`src/rtl/ff_layer_sequencer_pkg.sv`:
```
// Shared types and helpers for the feed-forward layer sequencer.
package ff_seq_pkg;

  typedef enum logic [2:0] {
    S_IDLE,
    S_LAUNCH,
    S_WAIT,
    S_NEXT,
    S_DONE
  } state_t;

  // Widest packed size table the helper accepts; callers zero-extend into it.
  localparam int SIZES_MAX_W = 256;

  // Returns entry idx (aw bits wide, entry 0 in the LSBs) of a packed size table.
  function automatic logic [15:0] layer_size(input logic [SIZES_MAX_W-1:0] sizes,
                                             input int idx, input int aw);
    logic [15:0] mask;
    mask = 16'((32'd1 << aw) - 32'd1);
    return 16'(sizes >> (idx * aw)) & mask;
  endfunction

endpackage

```
`src/rtl/ff_layer_sequencer_if.sv`:
```
// Control/engine bus of ff_layer_sequencer; o_cycle_count exists only with FF_SEQ_PERF_CNT_EN.
interface ff_layer_sequencer_if #(
  parameter int ADDRESS_WIDTH = 5,
  parameter int BUF_W         = 2
);
  import ff_seq_pkg::*;

  // Request handshake: i_valid is a 1-cycle pass request. It is accepted whenever
  // o_ready is high (no request pending); a request arriving while o_ready is low
  // is dropped. o_valid is a 1-cycle completion pulse with no back-pressure.
  logic                     i_valid;
  logic                     i_abort;
  logic                     i_layer_done;
  logic                     o_ready;
  logic                     o_busy;
  logic                     o_layer_start;
  logic [BUF_W-1:0]         o_layer_idx;
  logic [ADDRESS_WIDTH-1:0] o_num_in;
  logic [ADDRESS_WIDTH-1:0] o_num_out;
  logic                     o_act_en;
  logic [BUF_W-1:0]         o_src_buf;
  logic [BUF_W-1:0]         o_dst_buf;
  logic                     o_valid;
  state_t                   dbg_state;
`ifdef FF_SEQ_PERF_CNT_EN
  logic [31:0]              o_cycle_count;
`endif

  modport master (
    output i_valid, i_abort, i_layer_done,
    input  o_ready, o_busy, o_layer_start, o_layer_idx, o_num_in, o_num_out,
           o_act_en, o_src_buf, o_dst_buf, o_valid, dbg_state
`ifdef FF_SEQ_PERF_CNT_EN
           , o_cycle_count
`endif
  );

  modport slave (
    input  i_valid, i_abort, i_layer_done,
    output o_ready, o_busy, o_layer_start, o_layer_idx, o_num_in, o_num_out,
           o_act_en, o_src_buf, o_dst_buf, o_valid, dbg_state
`ifdef FF_SEQ_PERF_CNT_EN
           , o_cycle_count
`endif
  );

endinterface

```
`src/rtl/ff_layer_sequencer_perf_counter.sv`:
```
// Saturating pass-duration counter, built only when FF_SEQ_PERF_CNT_EN is defined.
`ifdef FF_SEQ_PERF_CNT_EN
module ff_seq_perf_counter (
  input  logic        clk,
  input  logic        rst,
  input  logic        clear,
  input  logic        load,
  input  logic        en,
  output logic [31:0] count
);

  // The layer-0 launch cycle itself is counted, so a restart loads 1 rather than 0.
  always_ff @(posedge clk) begin
    if (rst || clear)                    count <= '0;
    else if (load)                       count <= 32'd1;
    else if (en && count != '1)          count <= count + 32'd1;
  end

endmodule
`endif

```
`src/rtl/ff_layer_sequencer.sv`:
```
// Runs an N-layer feed-forward pass on one shared layer engine, one layer at a time.
// Optional cycle counter enabled by defining FF_SEQ_PERF_CNT_EN.
module ff_layer_sequencer
  import ff_seq_pkg::*;
#(
  parameter int ADDRESS_WIDTH = 5,
  parameter int NUM_LAYERS    = 3,
  // Entry 0 (LSBs) is the input node count, entry k the output count of layer k.
  parameter logic [(NUM_LAYERS+1)*ADDRESS_WIDTH-1:0] LAYER_SIZES = {5'd2, 5'd5, 5'd5, 5'd3},
  parameter logic [NUM_LAYERS-1:0] ACT_MASK = 3'b011,
  parameter int BUF_W = $clog2(NUM_LAYERS+1)
) (
  input logic clk,
  input logic rst,
  ff_layer_sequencer_if.slave bus
);

  localparam logic [BUF_W-1:0] LAST_IDX = BUF_W'(NUM_LAYERS - 1);

  state_t                   state;
  logic [BUF_W-1:0]         idx;
  logic [BUF_W-1:0]         idx_n;
  logic                     pending;
  logic                     start_r;
  logic                     valid_r;
  logic [ADDRESS_WIDTH-1:0] num_in_r;
  logic [ADDRESS_WIDTH-1:0] num_out_r;
  logic                     act_r;
  logic [BUF_W-1:0]         dst_r;

  function automatic logic [ADDRESS_WIDTH-1:0] entry(input int i);
    return ADDRESS_WIDTH'(layer_size(SIZES_MAX_W'(LAYER_SIZES), i, ADDRESS_WIDTH));
  endfunction

  // Next layer index, so the layer fields can be registered in step with o_layer_start.
  always_comb begin
    idx_n = idx;
    if (rst || bus.i_abort) idx_n = '0;
    else begin
      case (state)
        S_NEXT:         idx_n = idx + 1'b1;
        S_IDLE, S_DONE: idx_n = '0;
        default:        idx_n = idx;
      endcase
    end
  end

  always_ff @(posedge clk) begin
    if (rst || bus.i_abort) begin
      state   <= S_IDLE;
      pending <= 1'b0;
      start_r <= 1'b0;
      valid_r <= 1'b0;
    end else begin
      start_r <= 1'b0;
      valid_r <= 1'b0;
      case (state)
        S_IDLE: if (bus.i_valid) begin
          state   <= S_LAUNCH;
          start_r <= 1'b1;
        end
        S_LAUNCH: state <= S_WAIT;
        S_WAIT: if (bus.i_layer_done) begin
          if (idx == LAST_IDX) begin
            state   <= S_DONE;
            valid_r <= 1'b1;
          end else begin
            state <= S_NEXT;
          end
        end
        S_NEXT: begin
          state   <= S_LAUNCH;
          start_r <= 1'b1;
        end
        // A request arriving in DONE is launched directly instead of being queued.
        S_DONE: if (pending || bus.i_valid) begin
          state   <= S_LAUNCH;
          start_r <= 1'b1;
        end else begin
          state <= S_IDLE;
        end
        default: state <= S_IDLE;
      endcase
      if (state == S_DONE)                         pending <= 1'b0;
      else if (bus.i_valid && state != S_IDLE)     pending <= 1'b1;
    end
    idx       <= idx_n;
    num_in_r  <= entry(int'(idx_n));
    num_out_r <= entry(int'(idx_n) + 1);
    act_r     <= ACT_MASK[idx_n];
    dst_r     <= idx_n + 1'b1;
  end

  assign bus.o_ready       = !pending;
  assign bus.o_busy        = (state != S_IDLE);
  assign bus.o_layer_start = start_r;
  assign bus.o_layer_idx   = idx;
  assign bus.o_num_in      = num_in_r;
  assign bus.o_num_out     = num_out_r;
  assign bus.o_act_en      = act_r;
  assign bus.o_src_buf     = idx;
  assign bus.o_dst_buf     = dst_r;
  assign bus.o_valid       = valid_r;
  assign bus.dbg_state     = state;

`ifdef FF_SEQ_PERF_CNT_EN
  ff_seq_perf_counter u_perf (
    .clk   (clk),
    .rst   (rst),
    .clear (bus.i_abort),
    .load  (state == S_LAUNCH && idx == '0),
    .en    (state != S_IDLE),
    .count (bus.o_cycle_count)
  );
`endif

endmodule

```
`src/flat_wrapper.sv`:
```
// flat-port wrapper written by rule: the top's interface ports become plain ports
module ff_layer_sequencer_flat import ff_seq_pkg::*;
#(
  parameter int ADDRESS_WIDTH = 5,
  parameter int NUM_LAYERS    = 3,
                                                                                 
  parameter logic [(NUM_LAYERS+1)*ADDRESS_WIDTH-1:0] LAYER_SIZES = {5'd2, 5'd5, 5'd5, 5'd3},
  parameter logic [NUM_LAYERS-1:0] ACT_MASK = 3'b011,
  parameter int BUF_W = $clog2(NUM_LAYERS+1)
)
  (clk, rst, bus_i_valid, bus_i_abort, bus_i_layer_done, bus_o_ready, bus_o_busy, bus_o_layer_start, bus_o_layer_idx, bus_o_num_in, bus_o_num_out, bus_o_act_en, bus_o_src_buf, bus_o_dst_buf, bus_o_valid, bus_dbg_state);
  ff_layer_sequencer_if #(.ADDRESS_WIDTH(ADDRESS_WIDTH), .BUF_W(BUF_W)) bus_i ();
  input logic clk;
  input logic rst;
  input wire logic [$bits(bus_i.i_valid)-1:0] bus_i_valid;
  input wire logic [$bits(bus_i.i_abort)-1:0] bus_i_abort;
  input wire logic [$bits(bus_i.i_layer_done)-1:0] bus_i_layer_done;
  output wire logic [$bits(bus_i.o_ready)-1:0] bus_o_ready;
  output wire logic [$bits(bus_i.o_busy)-1:0] bus_o_busy;
  output wire logic [$bits(bus_i.o_layer_start)-1:0] bus_o_layer_start;
  output wire logic [$bits(bus_i.o_layer_idx)-1:0] bus_o_layer_idx;
  output wire logic [$bits(bus_i.o_num_in)-1:0] bus_o_num_in;
  output wire logic [$bits(bus_i.o_num_out)-1:0] bus_o_num_out;
  output wire logic [$bits(bus_i.o_act_en)-1:0] bus_o_act_en;
  output wire logic [$bits(bus_i.o_src_buf)-1:0] bus_o_src_buf;
  output wire logic [$bits(bus_i.o_dst_buf)-1:0] bus_o_dst_buf;
  output wire logic [$bits(bus_i.o_valid)-1:0] bus_o_valid;
  output wire logic [$bits(bus_i.dbg_state)-1:0] bus_dbg_state;
  assign bus_i.i_valid = bus_i_valid;
  assign bus_i.i_abort = bus_i_abort;
  assign bus_i.i_layer_done = bus_i_layer_done;
  assign bus_o_ready = bus_i.o_ready;
  assign bus_o_busy = bus_i.o_busy;
  assign bus_o_layer_start = bus_i.o_layer_start;
  assign bus_o_layer_idx = bus_i.o_layer_idx;
  assign bus_o_num_in = bus_i.o_num_in;
  assign bus_o_num_out = bus_i.o_num_out;
  assign bus_o_act_en = bus_i.o_act_en;
  assign bus_o_src_buf = bus_i.o_src_buf;
  assign bus_o_dst_buf = bus_i.o_dst_buf;
  assign bus_o_valid = bus_i.o_valid;
  assign bus_dbg_state = bus_i.dbg_state;
  ff_layer_sequencer #(.ADDRESS_WIDTH(ADDRESS_WIDTH), .NUM_LAYERS(NUM_LAYERS), .LAYER_SIZES(LAYER_SIZES), .ACT_MASK(ACT_MASK), .BUF_W(BUF_W)) u_core (.clk(clk), .rst(rst), .bus(bus_i));
endmodule
```
`config.mk`:
```
export PLATFORM = sky130hd
export DESIGN_NAME = ff_layer_sequencer_flat
export DESIGN_NICKNAME = d
export VERILOG_FILES = /design/src/rtl/ff_layer_sequencer_pkg.sv /design/src/rtl/ff_layer_sequencer_if.sv /design/src/rtl/ff_layer_sequencer_perf_counter.sv /design/src/rtl/ff_layer_sequencer.sv /design/src/flat_wrapper.sv
export SDC_FILE = /design/constraint.sdc
export NUM_CORES = 1
export LEC_CHECK = 0
export BUFFER_PORTS_ARGS = -buffer_cell sky130_fd_sc_hd__clkbuf_2
export CAP_MARGIN = 20
export CORE_MARGIN = 10
export CORE_UTILIZATION = 50
export CTS_BUF_LIST = sky130_fd_sc_hd__clkbuf_2
export CTS_CLUSTER_DIAMETER = 50
export CTS_CLUSTER_SIZE = 16
export DETAILED_ROUTE_END_ITERATION = 8
export GPL_TIMING_DRIVEN = 0
export PLACE_DENSITY = 0.89
export SYNTH_ARGS = -nofsm -noshare
export SYNTH_HDL_FRONTEND = slang
export SYNTH_SLANG_ARGS = --single-unit
```
`constraint.sdc`:
```
create_clock -name clk -period 2.3 [get_ports clk]
set_input_delay 0.23 -clock clk [delete_from_list [all_inputs] [get_ports clk]]
set_output_delay 0.23 -clock clk [all_outputs]
set_load 0.02 [all_outputs]
```
Yosys cells after proc, flatten, opt, wreduce, memory -nomap -nowiden
Index checks and enable logic that the tools add are counted.

word-level totals
  logic and storage cells = 49
  bits of input ports = 5
  bits in registers = 21
  output and inout bits = 24

operators by class
  multipliers = 2
  order comparisons = 1
  bitwise operators = 2
  mux-type cells = 13
  add/sub/neg operators = 3
  eq/ne operators = 7
  shift operators = 2
  reductions and logical operators = 10

operators by type and width
  operator               count
  $shr 17x32->5 const A  2
  $mul 32x4->32 const B  1
  $pmux 3 s5             1
  $mux 3                 3
  $eq 3x2->1 const B     2
  $mul 2x3->5 const B    1
  $mux 1                 5
  $add 2x1->2 const B    2
  $ne 2x2->1 const B     2
  $pmux 2 s2             1
  $reduce_or 2->1        2
  $add 2x1->3 const B    1
  $eq 3x1->1 const B     1
  $eq 3x3->1 const B     1
  $logic_not 3->1        1
  $lt 2x3->1 const B     1
  $pmux 1 s3             1
  $reduce_bool 3->1      1
  $reduce_or 3->1        1
  $bmux 1 s2             1
  $eq 2x2->1 const B     1
  $logic_or 1x1->1       2
  $mux 2                 1
  $not 1->1              2
  3 further kinds        3

Longest topological paths before layout
  depth in word-level cells = 7
  gate-level depth with buffers = 11
  mapped depth without buffers = 11

Worst setup path before layout
No wires, ideal clock.

  path kind = register to register
  start point = register u_core.idx[0] (netlist: u_core.bus.o_layer_idx[0])
  end point = register u_core.num_out_r[0] (netlist: u_core.bus.o_num_out[0])
  buffers on the path = 0
  setup time = 0.058 ns
  required time = 2.242 ns
  setup slack = 0.084 ns
  cell stages (with the launch flop) = 11
  period minus slack after synthesis = 2.216 ns
  arrival time = 2.157 ns
  cell sequence = dfxtp_1 -> inv_1 -> ha_1 -> nor4bb_1 -> a21o_1 -> or2_1 -> and2_1 -> ha_1 -> or2_2 -> a41oi_1 -> a31o_1

on the way
  cells in the longest elaborated chain, start to end = 6

ends and longest elaborated chain
  what                    line                          text
  start, declared         ff_layer_sequencer.sv:21      logic [BUF_W-1:0] idx;
  start signal, assigned  ff_layer_sequencer.sv:87      idx <= idx_n;
  $add 2x1->2             ff_layer_sequencer.sv:41      S_NEXT: idx_n = idx + 1'b1;
  $pmux 2 s2              ff_layer_sequencer.sv:40      case (state)
  $mux 2                  ff_layer_sequencer.sv:38      if (rst || bus.i_abort) idx_n = '0;
  via u_core.idx_n[1]     ff_layer_sequencer.sv:22      logic [BUF_W-1:0] idx_n;
  $add 2x1->3             ff_layer_sequencer.sv:89      num_out_r <= entry(int'(idx_n) + 1);
  $mul 32x4->32           ff_layer_sequencer_pkg.sv:20  return 16'(sizes >> (idx * aw)) & mask;
  $shr 17x32->5           ff_layer_sequencer_pkg.sv:20
  end signal, assigned    ff_layer_sequencer.sv:89
  end, declared           ff_layer_sequencer.sv:27      logic [ADDRESS_WIDTH-1:0] num_out_r;

The timed path passes the listed nets, and every way through them passes these cells.
A chain may end at the register's enable or synchronous reset.

Worst setup path in the final report
  start point = register u_core.idx[0] (netlist: u_core.bus.o_layer_idx[0])
  end point = register u_core.num_out_r[0] (netlist: u_core.bus.o_num_out[0])

on the way
  cells in the longest elaborated chain, start to end = 6

ends and longest elaborated chain
  what               line
  $add 2x1->2        ff_layer_sequencer.sv:41
  $pmux 2 s2 (*)     ff_layer_sequencer.sv:40
  $mux 2 (*)         ff_layer_sequencer.sv:38
  $add 2x1->3 (*)    ff_layer_sequencer.sv:89
  $mul 32x4->32 (*)  ff_layer_sequencer_pkg.sv:20
  $shr 17x32->5 (*)  ff_layer_sequencer_pkg.sv:20

Mark *: on every way between the ends. The rest lies on a longest branch, timed or not.

==> out/results.ini <==
[logic_synthesis]
synth_area_leader_cell=dfxtp_1
ys_seq_area_share_pct=42.3
synth_edf_count=0
postSynthCellCount=92
yosysWarnings=0
synthArstFlopShare_pct=0
synthesis.area_um2=852
synth.area.top_cells=dfxtp_1 42%, ha_1 8.8%, buf_4 4.4%
netlist.area_leader.share_pct=42.3
synth_cell_types=38
avgSynthCellArea_um2=9.26
ys.flop_type=dfxtp_1
ys_ff_latch=18

[drt]
drc=0
wire_per_inst_um=12.9
wl_met1_um=810
firstDrtPassIters=4
first_iter_violations=9
highest_layer=met4
vias=743
met2_length_um=835
finalWirelength_mm=1.84
viasPerCell=5.23
ant_nets=0
route.met3.wl_um=148

[power_and_ir_drop]
vdd_ir_drop_max_v=0.000222
finalPower_mw=0.492
power_density_nw_per_um2=463
power_leakage_nw=0.543

[critical_path]
critical_path_arrival_ns=2.38
crit_type=register to register
crit_fanout=5
ff2ff_path_depth=9
endpoint_kind=register
r2r_start=u_core.bus.o_layer_idx[0]$_DFF_P_
rrSetupSlack_ns=0.13
required_ns=2.51
reg2reg_to=u_core.bus.o_num_out[0]$_SDFF_PP0_
cp-start-kind=register

[cts]
cts.sinks=18
clock_path_buffers=2
clock_latency_ns=0.30
clkTransAtPathRegs_ns=0.16
tritoncts=done
cts-root-buf=clkbuf_2
ctsHtreeMaxLevel=1
cts_inserted_buffers=3
hold_buffers=0

[min_path]
holdPathEnd=u_core.bus.o_valid$_SDFF_PP0_
hold_path.class=input port to register
hold_depth=3
holdCritStartpoint=bus_i_layer_done

[placed_design]
port-buffer-count=26
post-place-ws_ns=-0.0915
place_congestion=0.782
post-dp-hpwl_mm=1.41

[die]
die_w_um=61.3
dieArea_um2=3760
ios=29
num_rows=14
core_region_area_um2=1560
start_util_pct=54.7
die_h_um=61.3

[sta]
finalHoldViolCount=0
setup_viol=0
period_needed_ns=2.17
fin_skew_ns=0.00764
fmax_ghz=0.461
whs_ns=0.197
maxSlewViolCount=0
worst_slack_ns=0.130
finalCritPeriodShare_pct=94.3

[job]
maxCapViolations=0

[layout]
drive_gt1_share_pct=41.3
nNetsFinal=138
diodes=0
final_common_cell=clkbuf_2
final_cell_mix=29 x clkbuf_2, 17 x dfxtp_1, 7 x buf_4
area_delta_synth_final_pct=24.8

[global_route]
first_global_vias=663
overflow=0
grt_antenna_before_repair=0
grt_first_pass_wirelength_mm=2.75
grt_use_total_pct=9.48
grt_max_degree=11

[status]
status=finished clean

## worst max path at each step
stage | slack [ns] | cells past startpoint | to | startpoint
2_1_floorplan | 0.08 | 10 | u_core.bus.o_num_out[0]$_SDFF_PP0_ | u_core.bus.o_layer_idx[0]$_DFF_P_
3_3_place_gp | 0.03 | 10 | u_core.bus.o_num_out[4]$_SDFF_PP0_ | u_core.bus.o_layer_idx[0]$_DFF_P_
5_1_grt | -0.01 | 11 | u_core.bus.o_num_out[0]$_SDFF_PP0_ | u_core.bus.o_layer_idx[0]$_DFF_P_
3_5_place_dp | -0.09 | 10 | u_core.bus.o_num_out[4]$_SDFF_PP0_ | u_core.bus.o_layer_idx[0]$_DFF_P_
6_report | 0.13 | 9 | u_core.bus.o_num_out[0]$_SDFF_PP0_ | u_core.bus.o_layer_idx[0]$_DFF_P_
4_1_cts | 0.03 | 10 | u_core.bus.o_num_out[4]$_SDFF_PP0_ | u_core.bus.o_layer_idx[0]$_DFF_P_
## state kept, by name (all words and copies together) (netlist names)
| register | count |
|---|---|
| u_core.bus.o_dst_buf | 2 |
| u_core.bus.o_num_out | 5 |
| u_core.pending | 1 |
| u_core.bus.o_layer_start | 1 |
| u_core.bus.dbg_state | 3 |
| u_core.bus.o_valid | 1 |
| u_core.bus.o_num_in | 2 |
| u_core.bus.o_act_en | 1 |
| u_core.bus.o_layer_idx | 2 |
## worst max-delay path, stage by stage (launching register included)
cell and delay (ns):
dfxtp_4 0.40, inv_1 0.05, ha_1 0.29, nor4bb_2 0.26, a21o_1 0.13, or2_4 0.13, nand2_1 0.09, ha_2 0.40
a41oi_1 0.13, a31o_1 0.20
## layer usage
metal  vias to the layer above  global-route usage (%)
li1                        372                       -
met1                       337                    10.4
met2                        30                    15.5
met3                         4                    3.09
met4                         0                    5.86
met5                         -                       0
## repair_timing
item                                    CTS  global route
endpoints found under the setup margin    2             2
gates resized for setup                   3             4
buffers inserted                          0             2
endpoints found under the hold margin     0             0
## synthesized netlist by cell type, drive strengths merged, types with 2 or more instances
library cell and number:
inv 6, buf 8, dfxtp 18, o211a 2
ha 6, nor2 7, or2 3, nand3 2
nor2b 6, o21ai 2, nand2 5, a21oi 5
nor3 5
## cell families (layout without fill, tap and decap cells)
logic type      count (synthesis)  count (layout)  share of synthesized area (%)
simple gates                   35              35                           23.9
compound gates                 17              17                           14.5
other cells                     1               3                          0.440
flops                          18              18                           42.3
buf+inv                        15              47                           9.99
fa+ha+maj                       6               6                           8.81
## through the flow
| step | util (%) | instances | setup TNS, ns | instance area, µm² |
|---|---|---|---|---|
| 6_report | 68.2 | 142 | 0 | 1060 |
| 2_1_floorplan | - | 94 | 0 | 860 |
| 3_5_place_dp | 64.8 | 136 | -0.135 | 1010 |
| 5_1_grt | 68.2 | 142 | -0.00997 | 1060 |
| 3_3_place_gp | 64.8 | 136 | 0 | 1010 |
| 4_1_cts | 66.4 | 140 | 0 | 1030 |
## layout make-up
class | count | area, µm²
fillers | 133 | 495
multi-input cells | 61 | 430
flip-flops and latches | 18 | 364
repair buffers | 28 | 145
plain buffers | 9 | 62.6
inverters | 6 | 22.5
well taps | 16 | 20.0
clock buffers | 3 | 15.0
clock inverters | 1 | 3.75
## power by group
group          total, mW  leakage, nW  switching, mW  internal [mW]
registers          0.317        0.147        0.00255          0.315
clock network      0.129       0.0140         0.0914         0.0378
logic             0.0457        0.382         0.0282         0.0175
Power figures use the tool's default switching activity.
